[src/rtl/rggen_event_counter_pkg.sv]
// Shared types and helpers for hardware event-counter bit fields.
// Holds the per-cycle update selector and a generic width-parameterised add.
package rggen_event_counter_pkg;

  localparam int unsigned CNT_MAX_WIDTH = 64;

  typedef logic [CNT_MAX_WIDTH-1:0] cnt_word_t;

  typedef enum logic [2:0] {
    CNT_HOLD,
    CNT_CLEAR,
    CNT_WRITE,
    CNT_RC,
    CNT_INC
  } rggen_counter_update_e;

  // Returns {carry, result}; operands must already fit in 'width' bits.
  function automatic logic [CNT_MAX_WIDTH:0] saturating_add(
    input cnt_word_t   x,
    input cnt_word_t   step,
    input int unsigned width,
    input logic        saturate
  );
    logic [CNT_MAX_WIDTH:0] sum;
    cnt_word_t              ones;
    cnt_word_t              result;
    logic                   carry;
    sum    = {1'b0, x} + {1'b0, step};
    ones   = {CNT_MAX_WIDTH{1'b1}} >> (CNT_MAX_WIDTH - width);
    carry  = (sum >> width) != '0;
    result = sum[CNT_MAX_WIDTH-1:0] & ones;
    if (carry && saturate) begin
      result = ones;
    end
    return {carry, result};
  endfunction

endpackage

[src/rtl/rggen_bit_field_if.sv]
// Register-to-bit-field handshake: access strobes and data in, field value out.
interface rggen_bit_field_if #(
  parameter int WIDTH = 32
);
  logic             write_valid;
  logic             read_valid;
  logic [WIDTH-1:0] mask;
  logic [WIDTH-1:0] write_data;
  logic [WIDTH-1:0] read_data;
  logic [WIDTH-1:0] value;

  modport bit_field (
    input  write_valid,
    input  read_valid,
    input  mask,
    input  write_data,
    output read_data,
    output value
  );
endinterface

[src/rtl/rggen_counter_incrementer.sv]
// Combinational counter step: WIDTH+1 add with saturate-or-wrap at full scale.
// Overflow reports the carry out in both modes.
module rggen_counter_incrementer
  import rggen_event_counter_pkg::*;
#(
  parameter int WIDTH      = 16,
  parameter int STEP_WIDTH = 4,
  parameter bit SATURATE   = 1'b1
) (
  input  logic [WIDTH-1:0]      value,
  input  logic [STEP_WIDTH-1:0] step,
  output logic [WIDTH-1:0]      result,
  output logic                  overflow
);

  logic [WIDTH:0] sum;

  assign sum      = {1'b0, value} + (WIDTH+1)'(step);
  assign overflow = sum[WIDTH];
  assign result   = (sum[WIDTH] && SATURATE) ? {WIDTH{1'b1}} : sum[WIDTH-1:0];

endmodule

[src/rtl/rggen_bit_field_event_counter.sv]
// Hardware event counter bit field with masked SW writes, optional clear-on-read,
// saturate/wrap at full scale and a sticky overflow flag.
module rggen_bit_field_event_counter
  import rggen_event_counter_pkg::*;
#(
  parameter int               WIDTH         = 16,
  parameter int               STEP_WIDTH    = 4,
  parameter logic [WIDTH-1:0] INITIAL_VALUE = '0,
  parameter bit               SATURATE      = 1'b1,
  parameter bit               CLEAR_ON_READ = 1'b0
) (
  input  logic                  i_clk,
  input  logic                  i_rst,
  rggen_bit_field_if.bit_field  bit_field_if,
  input  logic                  i_count_en,
  input  logic [STEP_WIDTH-1:0] i_step,
  input  logic                  i_clear,
  output logic                  o_overflow,
  output logic [WIDTH-1:0]      o_count
);

  rggen_counter_update_e update;
  logic [WIDTH-1:0]      counter_reg;
  logic [WIDTH-1:0]      counter_next;
  logic                  overflow_reg;
  logic                  overflow_next;
  logic [WIDTH-1:0]      inc_base;
  logic [WIDTH-1:0]      inc_result;
  logic                  inc_overflow;

  always_comb begin
    update = CNT_HOLD;
    if (i_clear) begin
      update = CNT_CLEAR;
    end else if (bit_field_if.write_valid) begin
      update = CNT_WRITE;
    end else if (bit_field_if.read_valid && CLEAR_ON_READ) begin
      update = CNT_RC;
    end else if (i_count_en) begin
      update = CNT_INC;
    end
  end

  // Clear-on-read restarts counting from zero so a same-cycle event still counts.
  assign inc_base = (update == CNT_RC) ? '0 : counter_reg;

  rggen_counter_incrementer #(
    .WIDTH      (WIDTH),
    .STEP_WIDTH (STEP_WIDTH),
    .SATURATE   (SATURATE)
  ) u_incrementer (
    .value    (inc_base),
    .step     (i_step),
    .result   (inc_result),
    .overflow (inc_overflow)
  );

  always_comb begin
    counter_next  = counter_reg;
    overflow_next = overflow_reg;
    case (update)
      CNT_CLEAR: begin
        counter_next  = INITIAL_VALUE;
        overflow_next = 1'b0;
      end
      CNT_WRITE: begin
        counter_next = (counter_reg & ~bit_field_if.mask) |
                       (bit_field_if.write_data & bit_field_if.mask);
        if (bit_field_if.mask != '0) begin
          overflow_next = 1'b0;
        end
      end
      CNT_RC: begin
        counter_next  = i_count_en ? inc_result : '0;
        overflow_next = i_count_en & inc_overflow;
      end
      CNT_INC: begin
        counter_next  = inc_result;
        overflow_next = overflow_reg | inc_overflow;
      end
      default: begin
        counter_next  = counter_reg;
        overflow_next = overflow_reg;
      end
    endcase
  end

  always_ff @(posedge i_clk or posedge i_rst) begin
    if (i_rst) begin
      counter_reg  <= INITIAL_VALUE;
      overflow_reg <= 1'b0;
    end else begin
      counter_reg  <= counter_next;
      overflow_reg <= overflow_next;
    end
  end

  assign bit_field_if.read_data = counter_reg;
  assign bit_field_if.value     = counter_reg;
  assign o_count                = counter_reg;
  assign o_overflow             = overflow_reg;

endmodule

[src/flat_wrapper.sv]
// flat-port wrapper written by rule: the top's interface ports become plain ports
module rggen_bit_field_event_counter_flat import rggen_event_counter_pkg::*;
#(
  parameter int               WIDTH         = 16,
  parameter int               STEP_WIDTH    = 4,
  parameter logic [WIDTH-1:0] INITIAL_VALUE = '0,
  parameter bit               SATURATE      = 1'b1,
  parameter bit               CLEAR_ON_READ = 1'b0
)
  (i_clk, i_rst, i_count_en, i_step, i_clear, o_overflow, o_count, bit_field_if_write_valid, bit_field_if_read_valid, bit_field_if_mask, bit_field_if_write_data, bit_field_if_read_data, bit_field_if_value);
  rggen_bit_field_if #(.WIDTH(WIDTH)) bit_field_if_i ();
  input  logic i_clk;
  input  logic i_rst;
  input  logic i_count_en;
  input  logic [STEP_WIDTH-1:0] i_step;
  input  logic i_clear;
  output logic o_overflow;
  output logic [WIDTH-1:0] o_count;
  input wire logic [$bits(bit_field_if_i.write_valid)-1:0] bit_field_if_write_valid;
  input wire logic [$bits(bit_field_if_i.read_valid)-1:0] bit_field_if_read_valid;
  input wire logic [$bits(bit_field_if_i.mask)-1:0] bit_field_if_mask;
  input wire logic [$bits(bit_field_if_i.write_data)-1:0] bit_field_if_write_data;
  output wire logic [$bits(bit_field_if_i.read_data)-1:0] bit_field_if_read_data;
  output wire logic [$bits(bit_field_if_i.value)-1:0] bit_field_if_value;
  assign bit_field_if_i.write_valid = bit_field_if_write_valid;
  assign bit_field_if_i.read_valid = bit_field_if_read_valid;
  assign bit_field_if_i.mask = bit_field_if_mask;
  assign bit_field_if_i.write_data = bit_field_if_write_data;
  assign bit_field_if_read_data = bit_field_if_i.read_data;
  assign bit_field_if_value = bit_field_if_i.value;
  rggen_bit_field_event_counter #(.WIDTH(WIDTH), .STEP_WIDTH(STEP_WIDTH), .INITIAL_VALUE(INITIAL_VALUE), .SATURATE(SATURATE), .CLEAR_ON_READ(CLEAR_ON_READ)) u_core (.i_clk(i_clk), .i_rst(i_rst), .bit_field_if(bit_field_if_i), .i_count_en(i_count_en), .i_step(i_step), .i_clear(i_clear), .o_overflow(o_overflow), .o_count(o_count));
endmodule
[config.mk]
export PLATFORM = sky130hd
export DESIGN_NAME = rggen_bit_field_event_counter_flat
export DESIGN_NICKNAME = d
export VERILOG_FILES = /design/src/rtl/rggen_event_counter_pkg.sv /design/src/rtl/rggen_bit_field_if.sv /design/src/rtl/rggen_counter_incrementer.sv /design/src/rtl/rggen_bit_field_event_counter.sv /design/src/flat_wrapper.sv
export SDC_FILE = /design/constraint.sdc
export NUM_CORES = 1
export LEC_CHECK = 0
export ABC_CLOCK_PERIOD_IN_PS = 3000
export CAP_MARGIN = 20
export CORE_MARGIN = 2
export CORE_UTILIZATION = 41
export CTS_CLUSTER_SIZE = 20
export DETAILED_ROUTE_END_ITERATION = 10
export DONT_BUFFER_PORTS = 1
export HOLD_SLACK_MARGIN = 0.06
export PLACE_DENSITY_LB_ADDON = 0.12
export SYNTH_ARGS = -nofsm -noshare
export SYNTH_HDL_FRONTEND = slang
export SYNTH_SLANG_ARGS = --single-unit
[constraint.sdc]
create_clock -name i_clk -period 3 [get_ports i_clk]
set_input_delay 0.15 -clock i_clk [delete_from_list [all_inputs] [get_ports i_clk]]
set_output_delay 0.15 -clock i_clk [all_outputs]
set_load 0.02 [all_outputs]
==> impl_metrics.tcl <==
set metrics [dict create \
    antenna_found_initial 0 \
    unrepaired_setup_endpoints_after_global_routing "no" \
    final.min_clock_period_ps 2440 \
    detailed_place_hpwl_um 3710 \
    port_buffers 0 \
    run_status "complete, no violations" \
    critPathArrivalTime_ps 2620 \
    drt-vias-per-instance 6.44 \
    met1_usage_in_global_routing_pct 26.8 \
    utilization_pct 42.7 \
    achievable-frequency_ghz 0.410 \
    grt.overflow.total 0 \
    num_io_pins 91 \
    holdCritStartpoint "bit_field_if_write_data[2]" \
    tightest_slew_margin_relative_to_the_limit_pct 48.7 \
    worst-r2r-setup-slack_ps 560 \
    setup_viol 0 \
    route.detailed.wl_per_inst_um 20.3 \
    critical_path.endpoint_type "flop" \
    ff_latch_area_um2 425 \
    core_region_area_um2 4090 \
    clk_pin_slew_ps 70 \
    reg2reg_depth 6 \
    final_antenna_net_count 0 \
    final_max_slew_viol_count 0 \
    synth.top_cells.by_area "sky130_fd_sc_hd__dfrtp_1, sky130_fd_sc_hd__buf_4, sky130_fd_sc_hd__nor2_1" \
    min_path_type "input pin to flop" \
    worst-setup-path-type "flop to flop" \
    report.final.hold_viol_count 0 \
    post-layout-total-power_uw 604 \
    clock_tree_from_tritoncts "built" \
    groute.usage.overall_pct 20.5 \
    min_delay_worst_endpoint "u_core.bit_field_if.read_data[2]$_DFFE_PP0P_" \
    drive_above_1_share_pct 20.6 \
    setup_tns_ps 0 \
    initialDrtViolationCount 81 \
    crit_path_start_kind "flop" \
    finalHoldWorstSlack_ps 65.3 \
    globalRouteMet2Util_pct 31.6 \
    postSynthCellCount 211 \
    synth_top_cell_by_area "sky130_fd_sc_hd__dfrtp_1" \
    fillers 418 \
    cts.path.max_buffers 2 \
    grt_pass1_wl_um 7980 \
    worst-path-max-fanout 7 \
    routed_vias 1572 \
    leakage_nw 0.723 \
    die_height_um 69.8 \
    finalWeightedCongestion 0.892 \
    yosys.area.top_type_share_pct 24.0 \
    cts.repair.resized 0 \
    layout_area_overhead_pct -1.69 \
    grt_start_max_net_pins 18 \
    insertedDiodeCount 0 \
    finalNonFillerCells 244 \
    mean_cell_area_of_the_mapped_netlist_um2 8.40 \
    final_period_utilization_pct 81.4 \
    grt_busiest_layer "met2" \
    synth.lib_cells_used.distinct 56 \
    numCtsBuffers 3 \
    clock_tree.root_cell "sky130_fd_sc_hd__clkbuf_8" \
    insertion_delay_ps 260 \
    synthArstFlopShare_pct 100 \
    p_per_area_nw_per_um2 346 \
    regToRegEndpoint "u_core.bit_field_if.read_data[15]$_DFFE_PP0P_" \
    floorplan.initialDensity_pct 43.4 \
    groute.layer.met3.usage_pct 6.54 \
    cts.htree.levels 1 \
    total_nets_after_synthesis 258 \
    placement_rows 23 \
    worst_margin_pin_slew_ps 770 \
    remaining_drc_errors 0 \
    synth_sequential_area_ratio_pct 24.0 \
    synth-edff-count 0 \
    totalWireLength_um 4950 \
    drv_cap 0 \
    synth-main-ff-cell "sky130_fd_sc_hd__dfrtp_1" \
    worst_clock_skew_ps 7.83 \
    worstHoldPathCells 2 \
    synthesis.area_um2 1770 \
    final_cell_mix "sky130_fd_sc_hd__nor2_1, sky130_fd_sc_hd__dfrtp_1, sky130_fd_sc_hd__nand2_1" \
    ys_warn_count 0 \
    peakVddDrop_mv 0.160 \
    number_of_detailed_route_iterations_in_the_first_pass 4 \
    synth_seq_cells 17 \
    worstPathRequired_ps 3180 \
    clock_sinks 17 \
    vias_in_the_first_global_route 1555 \
    multi_input_comb_area_um2 1040 \
    die_area_um2 4870 \
    design.final.nets 242 \
    r2r_start "u_core.bit_field_if.read_data[3]$_DFFE_PP0P_" \
    dieWidth_um 69.8 \
    numPlacedInstances 235 \
    layout_commonest_cell "sky130_fd_sc_hd__nor2_1" \
]
[cell usage after synthesis (2+ instances only)]
library cell / n
sky130_fd_sc_hd__buf_4: 32
sky130_fd_sc_hd__nor2_1: 19
sky130_fd_sc_hd__dfrtp_1: 17
sky130_fd_sc_hd__nand2_1: 15
sky130_fd_sc_hd__o21ai_0: 14
sky130_fd_sc_hd__a21oi_1: 10
sky130_fd_sc_hd__a31oi_1: 6
sky130_fd_sc_hd__a32oi_1: 6
sky130_fd_sc_hd__inv_1: 6
sky130_fd_sc_hd__and3_1: 5
sky130_fd_sc_hd__mux2i_1: 5
sky130_fd_sc_hd__nand3_1: 5
sky130_fd_sc_hd__ha_1: 4
sky130_fd_sc_hd__nor3_1: 4
sky130_fd_sc_hd__a21o_1: 3
sky130_fd_sc_hd__a2bb2oi_1: 3
sky130_fd_sc_hd__a31o_2: 3
sky130_fd_sc_hd__clkbuf_1: 3
sky130_fd_sc_hd__mux2_2: 3
sky130_fd_sc_hd__nand2b_1: 3
sky130_fd_sc_hd__nor4_1: 3
sky130_fd_sc_hd__a211o_1: 2
sky130_fd_sc_hd__and3_2: 2
sky130_fd_sc_hd__and3_4: 2
sky130_fd_sc_hd__and4_1: 2
sky130_fd_sc_hd__buf_6: 2
sky130_fd_sc_hd__nand4_1: 2
sky130_fd_sc_hd__o31ai_2: 2
[logic make-up after synthesis]
group                    count (synthesis)  synth area share (%)
flip-flops                              17                  24.0
XOR/XNOR                                 2                 0.988
buffers and inverters                   45                  17.4
AND/OR/NAND/NOR                         72                  22.4
adder cells (fa/ha/maj)                  5                  3.95
multiplexers                             8                  4.73
AO/OA/AOI/OAI                           62                  26.5
[timing repair]
| action | 4_1_cts | 5_1_grt |
|---|---|---|
| hold buffers | 5 | 0 |
| buffers inserted | 0 | 0 |
| endpoints found under the setup margin | 0 | 0 |
| endpoints found under the hold margin | 20 | 0 |
[routing by layer]
metal  wire length, um  share of wire [%]
met4               118                2.4
met2              2360                 48
met5                 0                  0
met1              2010                 41
met3               454                9.2
[sequential cells by signal, summed over array words and instances (netlist names)]
name / cells
u_core.bit_field_if.read_data: 16
u_core.o_overflow: 1
[where the power goes]
group / internal [mW] / total, mW / switching, mW
combinational: 0.0615 / 0.163 / 0.101
clock: 0.0923 / 0.177 / 0.0847
sequential: 0.240 / 0.264 / 0.0248
[worst max path at each step]
stage	startpoint	to	slack (ps)	depth (start not counted)
2_1_floorplan	u_core.bit_field_if.read_data[0]$_DFFE_PP0P_	u_core.bit_field_if.read_data[15]$_DFFE_PP0P_	690	8
3_3_place_gp	u_core.bit_field_if.read_data[3]$_DFFE_PP0P_	u_core.bit_field_if.read_data[9]$_DFFE_PP0P_	600	6
3_5_place_dp	u_core.bit_field_if.read_data[3]$_DFFE_PP0P_	u_core.bit_field_if.read_data[9]$_DFFE_PP0P_	570	6
4_1_cts	u_core.bit_field_if.read_data[3]$_DFFE_PP0P_	u_core.bit_field_if.read_data[9]$_DFFE_PP0P_	560	6
5_1_grt	u_core.bit_field_if.read_data[3]$_DFFE_PP0P_	u_core.bit_field_if.read_data[9]$_DFFE_PP0P_	410	6
6_report	u_core.bit_field_if.read_data[3]$_DFFE_PP0P_	u_core.bit_field_if.read_data[15]$_DFFE_PP0P_	560	6
[critical path, cell delays in order (launching register included)]
cell and delay, ps:
sky130_fd_sc_hd__dfrtp_1 730, sky130_fd_sc_hd__ha_1 410, sky130_fd_sc_hd__and3_4 220, sky130_fd_sc_hd__a221oi_4 460, sky130_fd_sc_hd__nor2_1 180, sky130_fd_sc_hd__nor4b_2 200, sky130_fd_sc_hd__a211oi_2 150
[final cells by class]
cell class / count / share of cell area (%)
clock buffers: 3 / 2.37
multi-input cells: 149 / 59.6
inverters: 6 / 1.29
well taps: 50 / 3.59
clock inverters: 1 / 0.287
flip-flops and latches: 17 / 24.4
repair buffers: 18 / 8.47
[per-stage QoR]
step | setup WS [ps] | instance area (um2)
3_3_place_gp | 598 | 1650
2_1_floorplan | 694 | 1770
5_1_grt | 405 | 1740
3_5_place_dp | 568 | 1650
6_report | 558 | 1740
4_1_cts | 556 | 1740
Power figures use the tool's default switching activity.
